`src/rtl/envelope_gen_if.sv`:
```
// Sample/gate bundle between waveshaper, keypad gate, envelope stage and pwm.
// Carries the gate, the strobed input sample, the scaled output sample and debug state.
// No backpressure: strobes are one-cycle pulses that are always accepted.
interface envelope_gen_if;
  logic       gate_i;
  logic [7:0] sample_i;
  logic       sample_strobe_i;
  logic [7:0] sample_o;
  logic       sample_valid_o;
  logic [7:0] env_level_o;
  logic [2:0] env_state_o;

  // Envelope stage side
  modport slave (
    input  gate_i, sample_i, sample_strobe_i,
    output sample_o, sample_valid_o, env_level_o, env_state_o
  );

  // Driver / observer side
  modport master (
    output gate_i, sample_i, sample_strobe_i,
    input  sample_o, sample_valid_o, env_level_o, env_state_o
  );
endinterface

```
`src/rtl/envelope_gen.sv`:
```
// ADSR envelope: scales each unsigned sample around midpoint 128 by an 8-bit level.
// Latency: sample_o/sample_valid_o one cycle after sample_strobe_i; level/state registered.
// Backpressure: none, every strobe (including back-to-back) produces its own output.
module envelope_gen #(
  parameter int RATE_DIV    = 12000,
  parameter int ATTACK_INC  = 8,
  parameter int DECAY_DEC   = 2,
  parameter int SUSTAIN_LVL = 160,
  parameter int RELEASE_DEC = 4
) (
  input  logic           clk,
  input  logic           reset,
  envelope_gen_if.slave  bus
);

  localparam int            CW      = (RATE_DIV > 1) ? $clog2(RATE_DIV) : 1;
  localparam logic [CW-1:0] CNT_MAX = CW'(RATE_DIV - 1);

  // Decay stops at this level or below; sum fits in 9 bits (max 510)
  localparam logic [8:0] DEC_FLOOR = 9'(SUSTAIN_LVL) + 9'(DECAY_DEC);

  typedef enum logic [2:0] {
    S_IDLE    = 3'd0,
    S_ATTACK  = 3'd1,
    S_DECAY   = 3'd2,
    S_SUSTAIN = 3'd3,
    S_RELEASE = 3'd4
  } state_t;

  logic [CW-1:0] cnt_q;
  logic          tick;
  logic          gate_q;
  logic          rise;
  state_t        state_q;
  logic [7:0]    level_q;
  logic [7:0]    sample_q;
  logic          valid_q;

  logic [8:0]         att_sum;
  logic signed [8:0]  diff;
  logic signed [16:0] prod;
  logic [8:0]         shifted;
  logic [7:0]         scaled_d;
  logic               unused_prod_bits;

  assign tick = (cnt_q == CNT_MAX);
  assign rise = bus.gate_i & ~gate_q;

  // Free-running tick prescaler, independent of gate activity
  always_ff @(posedge clk or posedge reset) begin
    if (reset)     cnt_q <= '0;
    else if (tick) cnt_q <= '0;
    else           cnt_q <= cnt_q + CW'(1);
  end

  // Gate history for rise detection
  always_ff @(posedge clk or posedge reset) begin
    if (reset) gate_q <= 1'b0;
    else       gate_q <= bus.gate_i;
  end

  assign att_sum = {1'b0, level_q} + 9'(ATTACK_INC);

  // Envelope FSM: rise beats gate-low beats tick; level is held on event cycles
  always_ff @(posedge clk or posedge reset) begin
    if (reset) begin
      state_q <= S_IDLE;
      level_q <= 8'd0;
    end else if (rise) begin
      state_q <= S_ATTACK;
    end else if (!bus.gate_i &&
                 (state_q == S_ATTACK || state_q == S_DECAY || state_q == S_SUSTAIN)) begin
      state_q <= S_RELEASE;
    end else if (tick) begin
      case (state_q)
        S_ATTACK: begin
          if (att_sum >= 9'd255) begin
            level_q <= 8'd255;
            state_q <= S_DECAY;
          end else begin
            level_q <= att_sum[7:0];
          end
        end
        S_DECAY: begin
          if ({1'b0, level_q} <= DEC_FLOOR) begin
            level_q <= 8'(SUSTAIN_LVL);
            state_q <= S_SUSTAIN;
          end else begin
            level_q <= level_q - 8'(DECAY_DEC);
          end
        end
        S_SUSTAIN: ;
        S_RELEASE: begin
          if ({1'b0, level_q} <= 9'(RELEASE_DEC)) begin
            level_q <= 8'd0;
            state_q <= S_IDLE;
          end else begin
            level_q <= level_q - 8'(RELEASE_DEC);
          end
        end
        default: begin
          level_q <= 8'd0;
          state_q <= S_IDLE;
        end
      endcase
    end
  end

  // Signed scaling around the midpoint; floor rounding via arithmetic shift
  assign diff     = $signed({1'b0, bus.sample_i}) - 9'sd128;
  assign prod     = $signed({{8{diff[8]}}, diff}) * $signed({9'b0, level_q});
  assign shifted  = prod[16:8];
  assign scaled_d = shifted[7:0] + 8'd128;
  // Result is always 0..254, so the top shifted bit and the fraction are not needed
  assign unused_prod_bits = ^{prod[7:0], shifted[8]};

  // Output sample register: captures on strobe, holds otherwise
  always_ff @(posedge clk or posedge reset) begin
    if (reset) begin
      sample_q <= 8'd128;
      valid_q  <= 1'b0;
    end else begin
      valid_q <= bus.sample_strobe_i;
      if (bus.sample_strobe_i) sample_q <= scaled_d;
    end
  end

  assign bus.sample_o       = sample_q;
  assign bus.sample_valid_o = valid_q;
  assign bus.env_level_o    = level_q;
  assign bus.env_state_o    = state_q;

endmodule

```
`src/flat_wrapper.sv`:
```
// flat-port wrapper written by rule: the top's interface ports become plain ports
module envelope_gen_flat 
#(
  parameter int RATE_DIV    = 12000,
  parameter int ATTACK_INC  = 8,
  parameter int DECAY_DEC   = 2,
  parameter int SUSTAIN_LVL = 160,
  parameter int RELEASE_DEC = 4
)
  (clk, reset, bus_gate_i, bus_sample_i, bus_sample_strobe_i, bus_sample_o, bus_sample_valid_o, bus_env_level_o, bus_env_state_o);
  envelope_gen_if bus_i ();
  input  logic clk;
  input  logic reset;
  input wire logic [$bits(bus_i.gate_i)-1:0] bus_gate_i;
  input wire logic [$bits(bus_i.sample_i)-1:0] bus_sample_i;
  input wire logic [$bits(bus_i.sample_strobe_i)-1:0] bus_sample_strobe_i;
  output wire logic [$bits(bus_i.sample_o)-1:0] bus_sample_o;
  output wire logic [$bits(bus_i.sample_valid_o)-1:0] bus_sample_valid_o;
  output wire logic [$bits(bus_i.env_level_o)-1:0] bus_env_level_o;
  output wire logic [$bits(bus_i.env_state_o)-1:0] bus_env_state_o;
  assign bus_i.gate_i = bus_gate_i;
  assign bus_i.sample_i = bus_sample_i;
  assign bus_i.sample_strobe_i = bus_sample_strobe_i;
  assign bus_sample_o = bus_i.sample_o;
  assign bus_sample_valid_o = bus_i.sample_valid_o;
  assign bus_env_level_o = bus_i.env_level_o;
  assign bus_env_state_o = bus_i.env_state_o;
  envelope_gen #(.RATE_DIV(RATE_DIV), .ATTACK_INC(ATTACK_INC), .DECAY_DEC(DECAY_DEC), .SUSTAIN_LVL(SUSTAIN_LVL), .RELEASE_DEC(RELEASE_DEC)) u_core (.clk(clk), .reset(reset), .bus(bus_i));
endmodule
```
`config.mk`:
```
export PLATFORM = sky130hd
export DESIGN_NAME = envelope_gen_flat
export DESIGN_NICKNAME = d
export VERILOG_FILES = /design/src/rtl/envelope_gen_if.sv /design/src/rtl/envelope_gen.sv /design/src/flat_wrapper.sv
export SDC_FILE = /design/constraint.sdc
export NUM_CORES = 1
export LEC_CHECK = 0
export CORE_MARGIN = 2
export CORE_UTILIZATION = 50
export CTS_CLUSTER_DIAMETER = 60
export CTS_CLUSTER_SIZE = 24
export DETAILED_ROUTE_END_ITERATION = 7
export PLACE_DENSITY = 0.71
export SYNTH_ARGS = -nofsm -noshare
export SYNTH_HDL_FRONTEND = slang
export SYNTH_SLANG_ARGS = --single-unit
```
`constraint.sdc`:
```
create_clock -name clk -period 4.3 [get_ports clk]
set_input_delay 0.86 -clock clk [delete_from_list [all_inputs] [get_ports clk]]
set_output_delay 0.86 -clock clk [all_outputs]
set_load 0.01 [all_outputs]
```
# --- Yosys cells after proc, flatten, opt, wreduce, memory -nomap -nowiden ---
# Cells that the tools add are included.
totals:
  input_bits: 12
  ff_bits: 35
classes:
  addsub: 6
  n_mul: 1
  muxes: 12
  bitwise: 5
  reduce_logical: 7
  n_eq_ne: 9
  magnitude_cmp: 3
ops:
  columns: ["operator", "n"]
  rows:
  - ["8-bit case mux with 4 select lines", 1]
  - ["8-bit 2-to-1 mux", 3]
  - ["3-bit 2-to-1 mux", 6]
  - ["9-bit by 9-bit multiplier with 16-bit output", 1]
  - ["14-bit by 1-bit adder with 14-bit output, second input constant", 1]
  - ["14-bit == test, second input constant", 1]
  - ["14-bit 2-to-1 mux", 1]
  - ["3-bit case mux with 4 select lines", 1]
  - ["8-bit by 4-bit adder with 9-bit output, second input constant", 1]
  - ["9-bit by 8-bit >= comparator with 1-bit output, second input constant", 1]
  - ["8-bit by 8-bit subtractor with 9-bit output, second input constant", 1]
  - ["8-bit adder, second input constant", 1]
  - ["8-bit by 3-bit less-or-equal comparator with 1-bit output, second input constant", 1]
  - ["8-bit less-or-equal comparator, second input constant", 1]
  - ["4-bit by 3-bit != test with 1-bit output, second input constant", 2]
  - ["8-bit by 2-bit subtractor with 8-bit output, second input constant", 1]
  - ["8-bit by 3-bit subtractor with 8-bit output, second input constant", 1]
  - ["3-bit by 2-bit == test with 1-bit output, second input constant", 2]
  - ["5-bit AND reduction", 1]
  - ["4-bit by 1-bit != test with 1-bit output, second input constant", 1]
  - ["1-bit inverter", 4]
  - ["4-bit AND reduction", 1]
  - ["3-bit by 1-bit == test with 1-bit output, second input constant", 1]
  - ["3-bit == test, second input constant", 1]
  - ["6 further kinds", 7]

# --- Logic depth before layout (Yosys ltp) ---
depth:
  depth_word: 7
  depth_mapped: 18
  depth_no_buf: 17

# --- Worst setup path after synthesis ---
# Ideal clock, no wire load.
synth_path:
  kind: "input to register"
  startpoint: "input port bus_sample_i[3]"
  endpoint: "register u_core.sample_q[3], in the netlist u_core.bus.sample_o[3]"
  n_path_buf: 0
  slack_ns: -0.420
  setup_ns: 0.133
  required_time_ns: 4.167
  cell_stages: 16
  arrival_time_ns: 4.587
  path_cell_list: "and2_1 > fa_1 > inv_1 > fa_1 > inv_1 > fa_1 > inv_1 > fa_1 > inv_1 > ha_1 > nor4_2 > o41ai_4 > a31o_1 > and2_1 > o31ai_1 > o21ai_1"
synth_via:
  elab_chain_cells: 3
synth_rtl:
  columns: ["element", "line_no", "source"]
  rows:
  - ["start, declared", "flat_wrapper.sv:15", "input wire logic [$bits(bus_i.sample_i)-1:0] bus_sample_i;"]
  - ["8-bit by 8-bit subtractor with 9-bit output", "envelope_gen.sv:110", "assign diff = $signed({1'b0, bus.sample_i}) - 9'sd128;"]
  - ["9-bit by 9-bit multiplier with 16-bit output", "envelope_gen.sv:111", "assign prod = $signed({{8{diff[8]}}, diff}) * $signed({9'b0, level_q});"]
  - ["8-bit adder", "envelope_gen.sv:113", "assign scaled_d = shifted[7:0] + 8'd128;"]
  - ["end signal, assigned", "envelope_gen.sv:124", "if (bus.sample_strobe_i) sample_q <= scaled_d;"]
  - ["end, declared", "envelope_gen.sv:36", "logic [7:0] sample_q;"]
# Every way passes these cells.
# A chain may end at the register's enable or synchronous reset.

# --- Final worst setup path ---
layout_path:
  startpoint: "input port bus_sample_i[6]"
  endpoint: "register u_core.sample_q[5], in the netlist u_core.bus.sample_o[5]"
# Same word-level chain as after synthesis.

==> results.md <==
- Avg WL per Cell: 14.9 µm
- Async set or reset register ratio after synthesis: 100%
- Worst r2r dst: u_core.bus.sample_o[5]
- CTS H-tree lvls: 2
- Pwr Density: 144 nW/µm²
- WL final: 9900 µm
- DP Wirelength: 7720 µm
- First-pass GRT wire length: 17700 µm
- Synth top area cells: fa_1 (22%), dfrtp_1 (19%), ha_1 (11%)
- CTS tree: built
- Clk_lat worst skew: 300 ps
- Share of layout cells above drive strength 1: 20.1%
- CP max stage cell: fa_1
- Row cnt: 34
- Final Setup Violations: 2
- Ant. Diodes: 0
- Worst Clk Skew: 7.66 ps
- Worst setup SP type: input port
- # DRC: 0
- Largest net degree at the start of global routing: 22
- Mapped Area: 4480 µm²
- Status: finished, violations left
- Syn_nets: 593
- Worst Setup Path Type: in -> reg
- Pleak: 0.00261 µW
- Critical path required time: 4510 ps
- Class of the worst hold path: reg -> reg
- Hold Fails Final Rpt: 0
- Max_slew headroom: 56.1%
- Number of buffers created by CTS: 5
- Starting density of the core: 51.3%
- Buf+Inv Stages, Crit Path: 4
- R2r startpoint: u_core.bus.env_level_o[2]
- Data arrival, critical path: 4590 ps
- Drt initial violations: 172
- Clock transition at path regs: 90 ps
- Top FF cell, synth: dfrtp_1
- Horiz. Die Dim: 98.6 µm
- IO Pins: 32
- Final core occ: 62.7%
- CP max stage delay: 550 ps
- Root Driver: clkbuf_8
- Vias per cell: 5.39
- Reg2Reg Setup Slack: 80 ps
- Worst Setup End Kind: register
- Final slew viol count: 0
- # hold bufs at CTS: 0
- Worst-case clock buffer depth: 2
- Tmin final: 4380 ps
- Most frequent CP cell: fa_1
- RSZ-0062 raised after global routing: true
- Syn Area/Cell: 9.10 µm²
- Routed vias: 3576
- CP top delay family: adder cells
- Worst Tran Pin Value: 653 ps
- Worst hold path startpoint: u_core.cnt_q[4]
- Largest area contributor in the netlist: fa_1
- Die Y: 98.6 µm
- Buffers on Ports: 31
- CP Max Fanout: 5
- Vias in the first global route: 3771
- FMAX: 229 MHz
- Post-synth EDFFs: 0
- Unique masters post-synth: 68
- Die area: 9720 µm²
- Tot GR Track Use: 22.2%
- Top cell type's share of synthesized area: 21.9%
- CTS sink cnt: 35
- Final worst-path cycle share: 102%
- Final ANT Viol Nets: 0
- Post-synthesis cell count: 492
- Warnings from Yosys: 0
- RePlAce Congestion: 0.925
- Gr ovfl total: 0
- Core footprint: 8720 µm²
- Failing checks: setup timing
- Hold Path Sink: u_core.cnt_q[4]
- Maximum VDD drop: 0.121 mV
- Register area share after synthesis: 19.6%
- Register bit total from synthesis: 35
- Final setup margin: -76.4 ps
- Cell Chain, Critical Path: buf_2 > buf_6 > and2_1 > fa_1 > fa_1 > fa_1 > inv_1 > fa_1 > inv_1 > ha_1 > nor2b_2 > nor2_4 > a21boi_4 > o21a_1 > o31ai_2
- Max_cap viols: 0
- Min-Delay Path Depth: 1
- FF-to-FF path depth: 14
- Antenna violations before repair: 0
- DR pass1 iterations: 4
- Fin nets: 656
- Setup_tns: -96.5 ps
- Area Overhead vs Synth: 22.2%
## final cells by class
| type | count | area (µm²) |
|---|---|---|
| multi-input cells | 358 | 3400 |
| inverters | 83 | 312 |
| flip-flops and latches | 35 | 878 |
| clock buffers | 6 | 82.6 |
| clock inverters | 2 | 16.3 |
| well taps | 108 | 135 |
| fillers | 744 | 3250 |
| repair buffers | 72 | 648 |
## Yosys cell counts, types with 8 or more instances
cell      count
a21oi_1      12
and2_1       40
clkbuf_1      9
dfrtp_1      34
fa_1         49
ha_1         40
inv_1        80
nand2_1      39
nand2b_1     10
nand3_1      13
nor2_1       25
nor3_1        8
o21ai_0      12
xnor2_1      13
xor2_1        9
## registers in the layout, summed over array words and instances (netlist names)
name / flops
u_core.bus.env_state_o: 3
u_core.cnt_q: 14
u_core.gate_q: 1
u_core.bus.env_level_o: 8
u_core.bus.sample_valid_o: 1
u_core.bus.sample_o: 8
## how the worst max path moves through the flow
stage	slack, ps	startpoint	to	cells past startpoint
final	-80	bus_sample_i[6]	u_core.bus.sample_o[5]	15
after global routing	-220	bus_sample_i[5]	u_core.bus.sample_o[5]	18
after CTS	-150	bus_sample_i[5]	u_core.bus.sample_o[5]	18
after detailed placement	-880	bus_sample_i[7]	u_core.bus.sample_o[3]	16
after global placement	-790	bus_sample_i[7]	u_core.bus.sample_o[3]	16
after floorplan	-80	bus_sample_i[7]	u_core.bus.sample_o[3]	15
## layout by cell type (no fill, tap or decap), drive strengths merged, types with 3 or more instances in the layout
cell / netlist / routed
clkbuf: 9 / 6
xor2: 9 / 9
ha: 40 / 40
o31ai: 7 / 7
and2: 40 / 40
nand3: 14 / 14
a21o: 4 / 4
a21oi: 15 / 15
xnor2: 13 / 13
fa: 49 / 49
inv: 82 / 82
o211ai: 7 / 7
nor2b: 5 / 5
buf: 7 / 47
a31oi: 6 / 6
and3: 7 / 7
nor2: 25 / 25
nor3: 8 / 8
o21ai: 16 / 16
nand4: 4 / 4
dfrtp: 34 / 34
nand2: 39 / 39
nand2b: 10 / 10
o21a: 3 / 3
clkdlybuf4s50: 0 / 23
## kinds of logic (layout without fill, tap and decap cells)
family / count (synthesis) / in the layout / synth area share, %
buffers and inverters: 99 / 163 / 8.53
DFF: 35 / 35 / 19.6
and+or+nand+nor: 163 / 163 / 19.5
xor gates and xnor gates: 23 / 23 / 4.81
muxes: 1 / 1 / 0.252
adders and majority gates: 90 / 90 / 33.4
AOI/OAI and AO/OA: 81 / 81 / 14.0
## timing repair
| action | in CTS | in global routing |
|---|---|---|
| gates resized for setup | 45 | 23 |
| endpoints found under the setup margin | 8 | 7 |
| endpoints found under the hold margin | 0 | 0 |
| setup buffers | 4 | 2 |
| pin swaps | 16 | 19 |
## per-stage QoR
stage	setup WS (ps)	hold slack (ps)	cells	area, µm²	total power, µW
6_report	-76.4	485	664	5470	789
5_1_grt	-217	512	664	5470	829
4_1_cts	-152	489	662	5370	792
3_5_place_dp	-876	478	650	5220	516
3_3_place_gp	-789	459	650	5220	512
2_1_floorplan	-81.3	438	492	4570	448
## worst register-to-register path: stages (launching register included)
cell and delay [ps]:
dfrtp_1 600, nand2b_1 190, fa_1 560, inv_2 50, fa_1 450, fa_1 490
inv_1 60, fa_1 530, inv_1 50, ha_1 340, nor2b_2 190, nor2_4 190
a21boi_4 80, o21a_1 200, o31ai_2 170
## report_power, final
group          switching (µW)  leakage [µW]  internal, µW
logic                    85.5       0.00212          76.9
clock network             140     0.0000474           131
registers                15.1      0.000443           341
## layer usage
metal	part of all wire (%)	GRT usage, %	vias to the layer above	wire [µm]
met3	4.0	1.56	9	396
met4	1.2	4.74	0	123
met2	49	37.3	68	4820
li1	-	-	1737	-
met1	46	32.0	1762	4560
met5	0	0	-	0
Power figures use the tool's default switching activity.
